File: src/rtl/gray_count_decoder.sv
`default_nettype none
// ============================================================================
// Module   : gray_count_decoder
// Purpose  : Synchronises a Gray-coded count into clk and decodes it to binary.
//            It also flags legal single steps and counts illegal transitions.
//            Define GRAY_DEC_BIDIR_EN to accept backward single steps as legal.
// Revision : 1.0 - initial release
// ============================================================================
module gray_count_decoder #(
    parameter int N           = 4,
    parameter int SYNC_STAGES = 2
) (
    input  logic         clk,
    input  logic         rst,
    input  logic [N-1:0] gray_in,
    input  logic         err_clr,
    output logic [N-1:0] bin_count,
    output logic         bin_valid,
    output logic         step,
    output logic         err,
    output logic [7:0]   err_count
);

`ifdef GRAY_DEC_BIDIR_EN
    localparam bit C_BIDIR = 1'b1;
`else
    localparam bit C_BIDIR = 1'b0;
`endif

    localparam int FILL_W = $clog2(SYNC_STAGES) + 1;

    typedef enum logic [1:0] {
        S_FILL  = 2'd0,
        S_PRIME = 2'd1,
        S_TRACK = 2'd2
    } state_t;

    state_t              state_q, state_d;
    logic [FILL_W-1:0]   fill_cnt_q, fill_cnt_d;
    logic [N-1:0]        sync_q [SYNC_STAGES];
    logic [N-1:0]        prev_gray_q, prev_gray_d;
    logic [N-1:0]        bin_count_q, bin_count_d;
    logic                bin_valid_q, bin_valid_d;
    logic                step_q, step_d;
    logic                err_q, err_d;
    logic [7:0]          err_count_q, err_count_d;

    logic [N-1:0]        g_s;
    logic [N-1:0]        b;
    logic [N-1:0]        diff;
    logic                single_bit;
    logic                fwd;
    logic                bwd;
    logic                illegal;

    generate
        for (genvar i = 0; i < SYNC_STAGES; i++) begin : g_sync
            if (i == 0) begin : g_first
                always_ff @(posedge clk or posedge rst) begin
                    if (rst) sync_q[i] <= '0;
                    else     sync_q[i] <= gray_in;
                end
            end else begin : g_rest
                always_ff @(posedge clk or posedge rst) begin
                    if (rst) sync_q[i] <= '0;
                    else     sync_q[i] <= sync_q[i-1];
                end
            end
        end
    endgenerate

    assign g_s = sync_q[SYNC_STAGES-1];

    // MSB passes through; each lower bit folds in the running XOR from above.
    always_comb begin
        b[N-1] = g_s[N-1];
        for (int i = N - 2; i >= 0; i--) begin
            b[i] = b[i+1] ^ g_s[i];
        end
    end

    assign diff       = g_s ^ prev_gray_q;
    assign single_bit = (diff != '0) && ((diff & (diff - N'(1))) == '0);
    assign fwd        = (b == bin_count_q + N'(1));
    assign bwd        = (b == bin_count_q - N'(1));

    always_comb begin
        state_d     = state_q;
        fill_cnt_d  = fill_cnt_q;
        prev_gray_d = prev_gray_q;
        bin_count_d = bin_count_q;
        bin_valid_d = bin_valid_q;
        step_d      = 1'b0;
        illegal     = 1'b0;

        case (state_q)
            S_FILL: begin
                fill_cnt_d = fill_cnt_q + FILL_W'(1);
                if (fill_cnt_q == FILL_W'(SYNC_STAGES - 1)) begin
                    state_d = S_PRIME;
                end
            end
            S_PRIME: begin
                bin_count_d = b;
                prev_gray_d = g_s;
                bin_valid_d = 1'b1;
                state_d     = S_TRACK;
            end
            S_TRACK: begin
                if (diff != '0) begin
                    // Resync to the sampled value whether or not the move was legal.
                    bin_count_d = b;
                    prev_gray_d = g_s;
                    if (single_bit && (fwd || (C_BIDIR && bwd))) begin
                        step_d = 1'b1;
                    end else begin
                        illegal = 1'b1;
                    end
                end
            end
            default: begin
                state_d = S_FILL;
            end
        endcase

        err_d       = err_q;
        err_count_d = err_count_q;
        if (err_clr) begin
            err_d       = 1'b0;
            err_count_d = 8'd0;
        end
        if (illegal) begin
            err_d = 1'b1;
            if (err_clr) begin
                err_count_d = 8'd1;
            end else if (err_count_q != 8'hFF) begin
                err_count_d = err_count_q + 8'd1;
            end
        end
    end

    always_ff @(posedge clk or posedge rst) begin
        if (rst) begin
            state_q     <= S_FILL;
            fill_cnt_q  <= '0;
            prev_gray_q <= '0;
            bin_count_q <= '0;
            bin_valid_q <= 1'b0;
            step_q      <= 1'b0;
            err_q       <= 1'b0;
            err_count_q <= 8'd0;
        end else begin
            state_q     <= state_d;
            fill_cnt_q  <= fill_cnt_d;
            prev_gray_q <= prev_gray_d;
            bin_count_q <= bin_count_d;
            bin_valid_q <= bin_valid_d;
            step_q      <= step_d;
            err_q       <= err_d;
            err_count_q <= err_count_d;
        end
    end

    assign bin_count = bin_count_q;
    assign bin_valid = bin_valid_q;
    assign step      = step_q;
    assign err       = err_q;
    assign err_count = err_count_q;

endmodule
`default_nettype wire

File: config.mk
export PLATFORM = sky130hd
export DESIGN_NAME = gray_count_decoder
export DESIGN_NICKNAME = d
export VERILOG_FILES = /design/src/rtl/gray_count_decoder.sv
export SDC_FILE = /design/constraint.sdc
export NUM_CORES = 1
export LEC_CHECK = 0
export ABC_AREA = 0
export CORE_ASPECT_RATIO = 1.1
export CORE_MARGIN = 5
export CORE_UTILIZATION = 52
export DETAILED_ROUTE_END_ITERATION = 12
export PLACE_DENSITY = 0.78
export SLEW_MARGIN = 20
export SYNTH_ARGS = -nofsm -noshare
export SYNTH_HDL_FRONTEND = slang
export SYNTH_SLANG_ARGS = --single-unit
File: constraint.sdc
create_clock -name clk -period 2.9 [get_ports clk]
set_input_delay 0.725 -clock clk [delete_from_list [all_inputs] [get_ports clk]]
set_output_delay 0.725 -clock clk [all_outputs]
set_load 0.02 [all_outputs]
==> reports/metrics.csv, run 1 <==
metric,value,unit
# rows,19,
Syn Area/Cell,11.6,um2
Pleak,0.774,nW
crit path capture type,register,
Post-CTS Setup Repair Bufs,0,
post-synthesis cell type count,33,
"commonest non-fill, non-tap cell in the layout",dfrtp_1,
sequence of cells on the critical path,ha_1 -> xor2_1 -> xnor2_1 -> nand3_1 -> o31ai_2 -> nor2_1 -> o32ai_1,
DR pass1 iterations,4,
max-cap violations,0,
Detailed Route WL,2450,um
Std-Cell Core Area,2520,um2
CTS H-tree lvls,2,
die area,3800,um2
RSZ-0062 raised after global routing,false,
first-pass GRT wire length,4360,um
"commonest non-fill, non-tap cells in the layout","dfrtp_1 (30), clkdlybuf4s50_1 (21), nor2_1 (10), xor2_1 (8), inv_1 (8)",
synthesized area,1390,um2
Slew HR,45.1,%
Peak VDD IR,437,uV
fin. max-slew vios,0,
main flop type after synthesis,dfrtp_1,
vias in the first global route,999,
footprint of the multi-input gates,582,um2
crit path time final,2.38,ns
Slowest cell on crit path,o31ai_2,
fin nets,155,
FF/Latch Area,751,um2
Ports,22,
DR WL/cell,13.8,um
switching share of power,30.6,%
clock slew at reported path FFs,0.09,ns
initial antenna violation count,0,
Total GRT Usage,15.3,%
Comb power frac,24.2,%
Die Ht,64.1,um
Achievable Freq,421,MHz
Clock Path Buffers,2,
"Seq/Total Area, Yosys",54.2,%
CTS tree,yes,
PD cells,585,nW/um2
# port buffers,21,
width of the die,59.2,um
DRC errors left,0,
Initial Util,55.0,%
Buffers & Inverters on Critical Path,0,
"Clk Latency, worst-skew pair",0.33,ns
largest net degree at the start of global routing,24,
drt via density,5.40,
# hold bufs at CTS,0,
Hold Crit Class,register to register,
# fillers,217,
Tcrit/Tclk final,82.0,%
Top Family by Delay on Critical Path,compound AO/OA/AOI/OAI gates,
GRT overflow,0,
final hold violations,0,
arrival time worst endpoint,2.60,ns
hold_ws,0.347,ns
Antenna Cells,0,
Num CTS Buffers,5,
DR iter-0 viols,23,
crit start category,register,
clock skew,0.00701,ns
instance count of the mapped netlist,119,
Post-Syn Nets,129,
critical path type,register to register,
layout cell share with drive strength beyond 1,12.3,%
"Largest stage delay, worst path",0.69,ns
Cell Int Power,0.682,mW
NetSw,0.300,mW
data required time of the critical path,3.12,ns
maximum fanout along the worst path,13,
total clock sinks,30,
status,"finished, final reports clean",
Area Growth Syn to Fin,21.2,%
setup violators final,0,
hpwl dp,1800,um
yosys warns,0,
Synth async-reset ratio,100,%
Clk pwr share,25.9,%
"antenna viol nets, final",0,
root buf cell,clkbuf_4,
Yosys reg bits,30,
register share of total power,49.8,%
setup TNS,0,ns
post-cts resize count,0,
number of flops mapped to enable cells by yosys,0,
routability cong.,0.810,
Final Util,66.6,%
actual slew at the worst max-slew pin,0.818,ns
Vias,956,
## metrics by stage
step	total power, mW	cell area (um2)	setup slack [ns]	cells
4_1_cts	0.994	1680	0.538	177
3_3_place_gp	0.726	1620	0.723	169
6_report	0.981	1680	0.522	177
5_1_grt	1.04	1680	0.357	177
2_1_floorplan	0.650	1390	0.865	119
3_5_place_dp	0.737	1620	0.568	169
## logic make-up (layout without fill, tap and decap cells)
kind of cell,after synthesis,in the layout,synth area share [%]
buffers and inverters,11,38,3.79
and+or+nand+nor,37,37,13.7
xor gates and xnor gates,13,13,9.31
DFF,30,30,54.2
adders and majority gates,3,3,2.71
AOI/OAI and AO/OA,15,15,8.31
muxes,10,10,7.95
## final cells by class
cell class	count	share of cell area, %
Timing Repair Buffer	22	13.0
Sequential cell	30	44.7
Clock buffer	7	3.28
Clock inverter	1	0.298
Inverter	8	1.79
Tap cell	31	2.31
Multi-Input combinational cell	78	34.6
## Yosys cell counts (all sizes together), types with 3 or more instances
cell type / instances / area share, %
nand2: 6 / 1.6
xnor2: 4 / 3.1
nand2b: 4 / 1.8
o31ai: 3 / 2.0
a21oi: 4 / 1.4
ha: 3 / 2.7
or4: 3 / 1.6
mux2: 5 / 4.1
inv: 8 / 2.2
nor2: 10 / 2.7
mux2i: 5 / 3.9
xor2: 9 / 6.2
dfrtp: 30 / 54
nand3: 5 / 1.8
## path summary, 6_finish.rpt
path	from	end	slack (ns)	cells after the start
max	bin_count[0]$_DFFE_PP0P_	err_count[0]$_DFF_PP0_	0.52	7
min	sync_q[7]$_DFF_PP0_	g_s[3]$_DFF_PP0_	0.35	0
max reg2reg	bin_count[0]$_DFFE_PP0P_	err_count[0]$_DFF_PP0_	0.52	7
min reg2reg	sync_q[7]$_DFF_PP0_	g_s[3]$_DFF_PP0_	0.35	0
max in group asynchronous	rst	sync_q[6]$_DFF_PP0_	1.68	3
min in group asynchronous	rst	state_q[1]$_DFFE_PP0P_	0.64	2
## state kept, by name, summed over array words and instances (netlist names)
register     cells
prev_gray_q      4
err              1
g_s              4
step             1
sync_q           4
fill_cnt_q       2
bin_valid        1
state_q          2
err_count        8
bin_count        3
## power by group through the flow
stage	clock network, mW	registers, mW	logic (mW)
finish	0.255	0.489	0.238
global route	0.288	0.494	0.257
CTS	0.265	0.489	0.241
detailed placement	0	0.497	0.240
global placement	0	0.494	0.232
floorplan	0	0.518	0.133
## metal layers
metal	up-vias	track usage (%)	part of all wire, %
met3	7	4.63	4.5
met5	-	0	0
li1	466	-	-
met1	463	18.2	43
met2	20	23.9	50
met4	0	9.35	2.5
## worst register-to-register path, cell delays in order, from the launching register on
cell and delay [ns]:
dfrtp_1 0.45, ha_1 0.24, xor2_1 0.17, xnor2_1 0.14, nand3_1 0.14, o31ai_2 0.69
nor2_1 0.18, o32ai_1 0.27
Note: power is estimated with default switching activity, not from simulation.
==> inputs of run 2 (changes only) <==
--- a/config.mk
+++ b/config.mk
@@ -8,9 +8,9 @@
 export ABC_AREA = 0
 export CORE_ASPECT_RATIO = 1.1
 export CORE_MARGIN = 5
-export CORE_UTILIZATION = 52
+export CORE_UTILIZATION = 47
 export DETAILED_ROUTE_END_ITERATION = 12
-export PLACE_DENSITY = 0.78
+export PLACE_DENSITY = 0.74
 export SLEW_MARGIN = 20
 export SYNTH_ARGS = -nofsm -noshare
 export SYNTH_HDL_FRONTEND = slang
==> constraint.sdc (replaced) <==
create_clock -name clk -period 2.05 [get_ports clk]
set_input_delay 0.5125 -clock clk [delete_from_list [all_inputs] [get_ports clk]]
set_output_delay 0.5125 -clock clk [all_outputs]
set_load 0.02 [all_outputs]
==> reports/metrics.csv, run 2 (synthesis gave the netlist of run 1 again) <==
metric,value,unit
sequence of cells on the critical path,xor2_4 -> xnor2_2 -> mux2i_2 -> o31ai_4 -> or4b_1 -> o211a_1,
DR WL/cell,13.0,um
arrival time worst endpoint,2.29,ns
footprint of the multi-input gates,676,um2
Placed Instances,176,
clock skew,0.0156,ns
drt via density,5.28,
GRT overflow,0,
setup ws final,-0.0166,ns
fin. max-slew vios,0,
Buffers & Inverters on Critical Path,0,
PD cells,810,nW/um2
actual slew at the worst max-slew pin,0.573,ns
critical path type,register to register,
Clock Path Buffers,2,
"Largest stage delay, worst path",0.48,ns
Detailed Route WL,2460,um
Vias,998,
die area,4130,um2
vias in the first global route,957,
Final Util,66.8,%
# port buffers,21,
Initial Util,49.4,%
# rows,20,
final instance area,1870,um2
root buf cell,clkbuf_4,
data required time of the critical path,2.27,ns
"antenna viol nets, final",0,
CTS tree,yes,
Hold Crit Class,register to register,
Die Ht,66.9,um
clock slew at reported path FFs,0.11,ns
DR iter-0 viols,39,
DR pass1 iterations,4,
DRC errors left,0,
Tcrit/Tclk final,101,%
largest net degree at the start of global routing,31,
CTS H-tree lvls,2,
Top Family by Delay on Critical Path,simple AND/OR/NAND/NOR gates,
max reg flops,8,
routability cong.,0.735,
hold_ws,0.339,ns
Peak VDD IR,824,uV
width of the die,61.8,um
Num CTS Buffers,5,
setup violators final,1,
Std-Cell Core Area,2800,um2
Post-Place Worst Slack,-0.117,ns
Non-Filler Instances,189,
# hold bufs at CTS,0,
# fillers,209,
fin nets,165,
initial antenna violation count,0,
RSZ-0062 raised after global routing,true,
crit path time final,2.07,ns
"commonest non-fill, non-tap cell in the layout",dfrtp_1,
total clock sinks,30,
Achievable Freq,484,MHz
hpwl dp,1660,um
status,"finished, violations left",
failing checks,setup timing,
FF/Latch Area,753,um2
Antenna Cells,0,
crit start category,register,
setup TNS,-0.0166,ns
max-cap violations,0,
Area Growth Syn to Fin,35.2,%
Slowest cell on crit path,or4b_1,
"Clk Latency, worst-skew pair",0.34,ns
final hold violations,0,
Total GRT Usage,13.8,%
Ports,22,
Pleak,0.855,nW
"commonest non-fill, non-tap cells in the layout","dfrtp_1 (28), clkdlybuf4s50_1 (21), buf_4 (9), nor2_1 (8), inv_1 (8)",
DP Area,1660,um2
crit path capture type,register,
Overall Power,1.52,mW
first-pass GRT wire length,4200,um
maximum fanout along the worst path,8,
layout cell share with drive strength beyond 1,28.2,%
Slew HR,61.6,%
[run 2: per-layer routing]
layer,GRT usage [%],vias to the layer above,wire length [um]
met5,0,-,0
met1,17.4,482,1090
met2,21.1,23,1150
met4,5.57,0,70
li1,-,484,-
met3,5.23,9,140
[run 2: area by class of cell]
cell class                      instances  share of cell area (%)
Clock buffer                            6                    2.74
Clock inverter                          2                   0.668
Inverter                                8                    1.60
Sequential cell                        30                    40.2
Multi-Input combinational cell         78                    36.1
Tap cell                               33                    2.20
Timing Repair Buffer                   32                    16.5
[run 2: final timing paths]
kind,start,end,slack [ns],cells past startpoint
setup / recovery,g_s[2]$_DFF_PP0_,err_count[7]$_DFF_PP0_,-0.02,6
hold / removal,sync_q[6]$_DFF_PP0_,g_s[2]$_DFF_PP0_,0.34,0
setup reg to reg,g_s[2]$_DFF_PP0_,err_count[7]$_DFF_PP0_,-0.02,6
hold reg to reg,sync_q[6]$_DFF_PP0_,g_s[2]$_DFF_PP0_,0.34,0
max in group asynchronous,rst,g_s[3]$_DFF_PP0_,1.23,3
min in group asynchronous,rst,prev_gray_q[2]$_DFFE_PP0P_,0.53,3
[run 2: report_power, final]
| part | leakage, nW | total (mW) | internal, mW | switching (mW) |
|---|---|---|---|---|
| combinational | 0.464 | 0.455 | 0.234 | 0.222 |
| clock | 0.0343 | 0.373 | 0.165 | 0.209 |
| sequential | 0.357 | 0.688 | 0.638 | 0.0499 |
[run 2: what timing repair did]
action / CTS / global route
pin swaps: 5 / 10
setup buffers: 3 / 2
gates resized for setup: 7 / 14
endpoints found under the setup margin: 8 / 9
==> inputs of run 3 (changes only) <==
--- a/config.mk
+++ b/config.mk
@@ -11,7 +11,7 @@
 export CORE_UTILIZATION = 47
 export DETAILED_ROUTE_END_ITERATION = 12
 export PLACE_DENSITY = 0.74
-export SLEW_MARGIN = 20
+export SLEW_MARGIN = 40
 export SYNTH_ARGS = -nofsm -noshare
 export SYNTH_HDL_FRONTEND = slang
 export SYNTH_SLANG_ARGS = --single-unit
==> results of run 3 <==
No change in the layout: final DEF, timing and power equal those of run 2.
